### src/rtl/seq_div_restoring_pkg.sv
// seq_div_restoring_pkg: shared state encoding, default widths and width helper
package seq_div_restoring_pkg;
    typedef enum logic [1:0] {
        ST_IDLE = 2'd0,
        ST_RUN  = 2'd1,
        ST_ZDIV = 2'd2
    } state_t;
    localparam int NW_DEFAULT = 9;
    localparam int DW_DEFAULT = 4;
    function automatic int clog2(input int n);
        int r;
        r = 0;
        for (int i = 0; i < 31; i++) if ((1 << i) < n) r = i + 1;
        return r;
    endfunction
endpackage

### src/rtl/seq_div_restoring_div_step.sv
// div_step: one combinational restoring-division step at DW+1 bits
module div_step #(
    parameter int DW = 4
) (
    input  logic [DW:0]   rIn,
    input  logic          bitIn,
    input  logic [DW-1:0] d,
    output logic [DW:0]   rOut,
    output logic          qBit
);
    logic [DW:0] trial;
    logic        unusedGuard;
    // the guard bit of rIn is always 0 after a restoring step, so it is shifted out
    assign unusedGuard = rIn[DW];
    assign trial = {rIn[DW-1:0], bitIn};
    assign qBit  = trial >= {1'b0, d};
    assign rOut  = qBit ? trial - {1'b0, d} : trial;
endmodule

### src/rtl/seq_div_restoring.sv
// seq_div_restoring: unsigned restoring divider, one quotient bit per clock,
// with start/busy/done handshake and a divide-by-zero shortcut state
module seq_div_restoring
    import seq_div_restoring_pkg::*;
#(
    parameter int NW = NW_DEFAULT,
    parameter int DW = DW_DEFAULT
) (
    input  logic          clkP,
    input  logic          resN,
    input  logic          start,
    input  logic [NW-1:0] dividend,
    input  logic [DW-1:0] divisor,
    output logic          busy,
    output logic          done,
    output logic [NW-1:0] quotient,
    output logic [DW-1:0] remainder,
    output logic          divByZero
);
    localparam int CW = clog2(NW);
    state_t        state, stateNext;
    logic [NW-1:0] qReg, qStep;
    logic [DW-1:0] dReg;
    logic [DW:0]   rReg, rStep;
    logic [CW-1:0] cnt;
    logic          qBit;

    div_step #(.DW(DW)) uStep (
        .rIn(rReg),
        .bitIn(qReg[NW-1]),
        .d(dReg),
        .rOut(rStep),
        .qBit(qBit)
    );

    assign qStep = {qReg[NW-2:0], qBit};
    assign busy  = state != ST_IDLE;

    always_comb begin
        stateNext = state;
        case (state)
            ST_IDLE: if (start) stateNext = (divisor == '0) ? ST_ZDIV : ST_RUN;
            ST_RUN:  if (cnt == '0) stateNext = ST_IDLE;
            default: stateNext = ST_IDLE;
        endcase
    end

    always_ff @(posedge clkP or negedge resN) begin
        if (!resN) state <= ST_IDLE;
        else       state <= stateNext;
    end

    always_ff @(posedge clkP or negedge resN) begin
        if (!resN) begin
            qReg      <= '0;
            dReg      <= '0;
            rReg      <= '0;
            cnt       <= '0;
            quotient  <= '0;
            remainder <= '0;
            divByZero <= 1'b0;
            done      <= 1'b0;
        end else begin
            done <= 1'b0;
            if (state == ST_IDLE && start && divisor != '0) begin
                qReg <= dividend;
                dReg <= divisor;
                rReg <= '0;
                cnt  <= CW'(NW - 1);
            end else if (state == ST_RUN) begin
                qReg <= qStep;
                rReg <= rStep;
                if (cnt == '0) begin
                    quotient  <= qStep;
                    remainder <= rStep[DW-1:0];
                    divByZero <= 1'b0;
                    done      <= 1'b1;
                end else begin
                    cnt <= cnt - 1'b1;
                end
            end else if (state == ST_ZDIV) begin
                quotient  <= '1;
                remainder <= '0;
                divByZero <= 1'b1;
                done      <= 1'b1;
            end
        end
    end
endmodule

### config.mk
export PLATFORM = sky130hd
export DESIGN_NAME = seq_div_restoring
export DESIGN_NICKNAME = d
export VERILOG_FILES = /design/src/rtl/seq_div_restoring_pkg.sv /design/src/rtl/seq_div_restoring_div_step.sv /design/src/rtl/seq_div_restoring.sv
export SDC_FILE = /design/constraint.sdc
export NUM_CORES = 1
export LEC_CHECK = 0
export CORE_ASPECT_RATIO = 1.2
export CORE_MARGIN = 3
export CORE_UTILIZATION = 48
export CTS_CLUSTER_SIZE = 8
export DETAILED_ROUTE_END_ITERATION = 8
export GPL_TIMING_DRIVEN = 0
export PLACE_DENSITY = 0.83
export SLEW_MARGIN = 30
export SYNTH_ARGS = -nofsm -noshare
export SYNTH_HDL_FRONTEND = slang
export SYNTH_SLANG_ARGS = --single-unit
### constraint.sdc
create_clock -name clkP -period 2 [get_ports clkP]
set_input_delay 0.3 -clock clkP [delete_from_list [all_inputs] [get_ports clkP]]
set_output_delay 0.3 -clock clkP [all_outputs]
set_load 0.1 [all_outputs]
==> flow_summary_export.csv <==
group,metric,value,unit
outcome,outcome,"finished, final reports clean",
critical_path,reg2reg_from,"qReg[8]",
floorplan,coreArea,4070,µm²
synthesis,synth_area_per_cell,9.72,µm²
timing,slew_headroom,35.9,%
critical_path,cp-start-kind,"flip-flop",
final_layout,mostFrequentLayoutCell,"dfrtp_1",
critical_path,worstReg2RegEnd,"remainder[2]",
timing,layout_setup_ws,0.0257,ns
floorplan,rows,25,
final_layout,drive_gt1_share,15.3,%
clock_network,clock_path_buffers,2,
clock_network,clk_pin_slew,0.08,ns
floorplan,die_y,78.1,µm
timing,hold_viol,0,
clock_network,cts_sinks,38,
floorplan,dieArea,5160,µm²
timing,skew,0.0107,ns
synthesis,synth_warnings,0,
final_layout,post-route-util,64.7,%
synthesis,ys_seq_elements,38,
power,switching_power,0.00253,W
min_path,worstHoldPathType,"in -> async",
power,cellPowerDensity,1920,nW/µm²
clock_network,cts_root_buf,"clkbuf_8",
clock_network,htree_levels,2,
synthesis,yosysTopAreaCellShare,45.7,%
final_layout,areaGrowthSynthToFinish,26.5,%
drt,drc_errors,0,
synthesis,ys_types,50,
critical_path,crit_buf_inv,2,
drt,antenna_left,0,
synthesis,synthArstFlopShare,100,%
timing,clock.fmax,0.507,GHz
grt,grt_pass1_wl,8360,µm
timing,setup-violations-final,0,
synthesis,synth_top_area_cell,"dfrtp_1",
synthesis,netlist_area,2080,µm²
final_layout,final_cell_mix,"dfrtp_1, nand2_1, inv_1, o21ai_0, dlygate4sd2_1",
synthesis,synth_ff_type,"dfrtp_1",
grt,grt_pass1_vias,1777,
timing,post-route-period-util,98.7,%
drt,drt_iter0_drc,191,
placed_design,dpl.cell_count,300,
power,clkPwrFrac,13.4,%
grt,antenna_found_initial,0,
critical_path,crit_slowest_cell,"dfrtp_1",
critical_path,path_cells,"inv_2 -> ha_4 -> inv_1 -> fa_2 -> xor2_1 -> o211ai_1 -> o221ai_2 -> mux2_2",
critical_path,crit_cells,8,
placed_design,port_buffers,31,
drt,detail_route.vias_per_cell,5.78,
synthesis,synthTopCellsByArea,"dfrtp_1, ha_1, o21ai_0",
drt,vias,1785,
power,swShare,50.0,%
clock_network,cts_made_buffers,5,
synthesis,synth_cells,214,
clock_network,cts_tree,"built",
critical_path,slowest_delay,0.41,ns
power,internal_power,0.00253,W
timing,fin_tns_setup,0,ns
placed_design,pre_cts_ws,-0.194,ns
critical_path,critPathRequiredTime,2.19,ns
critical_path,cp.arrival,2.17,ns
critical_path,crit_family,"adder cells",
timing,tightest_slew,0.965,ns
placed_design,gp_congestion,0.902,
synthesis,synth_edf_count,0,
critical_path,worst-setup-path-type,"reg -> reg",
job,maxCapViolCount,0,
clock_network,clk_latency,0.30,ns
critical_path,critPathCapture,"remainder[2]",
timing,report.final.slew_viol_count,0,
timing,layout_min_cycle_time,1.97,ns
final_layout,fin_cells,309,
drt,drtPass1Iterations,4,
placed_design,hpwl,3450,µm
critical_path,r2r_cells,8,
final_layout,fill_cells,342,
final_layout,finalNetCount,281,
power,ir_worst_vdd,931,µV
drt,wl_per_cell,16.2,µm
power,leakagePower,1.14,nW
power,pwr-share-comb,61.7,%
critical_path,critPathLaunch,"qReg[8]",
grt,grt.total_usage,21.3,%
floorplan,initial_utilization,51.2,%
synthesis,ys_seq_area_share,45.7,%
grt,grt_max_degree,29,
critical_path,critPathCaptureType,"flip-flop",
drt,wl,5020,µm
timing,rsz0062_at_grt,"yes",
power,seqPwrFrac,24.9,%
grt,grt-ovfl-total,0,
final_layout,antenna_cells,0,
floorplan,die_w,66.1,µm
synthesis,synth_nets,240,
floorplan,pin_count,32,
critical_path,rrSetupSlack,0.03,ns
critical_path,path_max_fanout,4,
## sequential cells by signal (all words and copies together) (netlist names)
signal / count
state: 2
remainder: 4
rReg: 4
dReg: 4
qReg: 9
done: 1
cnt: 4
divByZero: 1
quotient: 9
## metrics by stage
step	power [W]	area (µm²)	hold slack, ns
after global placement	0.00413	2460	0.462
after global routing	0.00539	2630	0.434
after detailed placement	0.00423	2470	0.200
after CTS	0.00494	2610	0.418
after floorplan	0.00355	2080	0.00441
final	0.00507	2630	0.417
## worst min-delay path by stage
stage / slack [ns] / to / cells past startpoint
after floorplan: 0.004 / cnt[0] / 0
after global placement: 0.46 / remainder[3] / 2
after detailed placement: 0.20 / done / 1
after CTS: 0.42 / cnt[3] / 2
after global routing: 0.43 / dReg[0] / 2
final: 0.42 / remainder[2] / 2
## cells by family (layout without fill, tap and decap cells)
logic type      after synthesis  in the layout  share of synthesized area [%]
flops                        38             38                           45.7
buf+inv                      32             73                           6.55
mux                          10             10                           4.93
compound gates               59             59                           20.2
xor+xnor                      3              3                           1.26
fa+ha+maj                    10             10                           6.37
simple gates                 62             62                           15.0
## cell usage after synthesis (2+ instances only)
master	count
a21o_1	2
a21oi_1	4
a21oi_2	2
a22o_1	3
a31oi_1	11
buf_1	2
buf_2	4
clkbuf_1	2
dfrtp_1	38
ha_1	9
inv_1	22
mux2_2	2
mux2i_1	8
nand2_1	22
nand3_1	7
nand3b_1	2
nor2_1	6
nor2b_1	3
nor3_1	11
nor4_1	2
o211ai_1	2
o21ai_0	19
o22ai_1	2
or3_1	2
xnor2_1	2
## per-layer routing
| layer | wire (µm) | track usage, % | share of wire, % |
|---|---|---|---|
| met1 | 1960 | 24.3 | 39 |
| met2 | 2610 | 36.7 | 52 |
| met3 | 275 | 4.86 | 5.5 |
| met4 | 169 | 10.2 | 3.4 |
| met5 | 0 | 0 | 0 |
## area by class of cell
type | count | area (µm²) | share of cell area [%]
Multi-Input combinational cell | 144 | 1040 | 39.4
Timing Repair Buffer | 35 | 327 | 12.4
Clock buffer | 6 | 82.6 | 3.14
Sequential cell | 38 | 951 | 36.1
Clock inverter | 1 | 30.0 | 1.14
Buffer | 9 | 55.1 | 2.09
Tap cell | 54 | 67.6 | 2.57
Inverter | 22 | 82.6 | 3.14
## power by group through the flow
stage	clock [W]	combinational, W	sequential, W
2_1_floorplan	0	0.00174	0.00182
3_3_place_gp	0	0.00288	0.00125
3_5_place_dp	0	0.00297	0.00126
4_1_cts	0.000684	0.00301	0.00125
5_1_grt	0.000722	0.00337	0.00130
6_report	0.000679	0.00313	0.00126
## timing repair
item,4_1_cts,5_1_grt
gates resized for setup,24,9
setup endpoints to repair,20,16
pin swaps,1,3
buffers inserted,0,2
endpoints found under the hold margin,10,0
hold buffers,1,0
No activity file was read; power rests on OpenSTA's default activity.
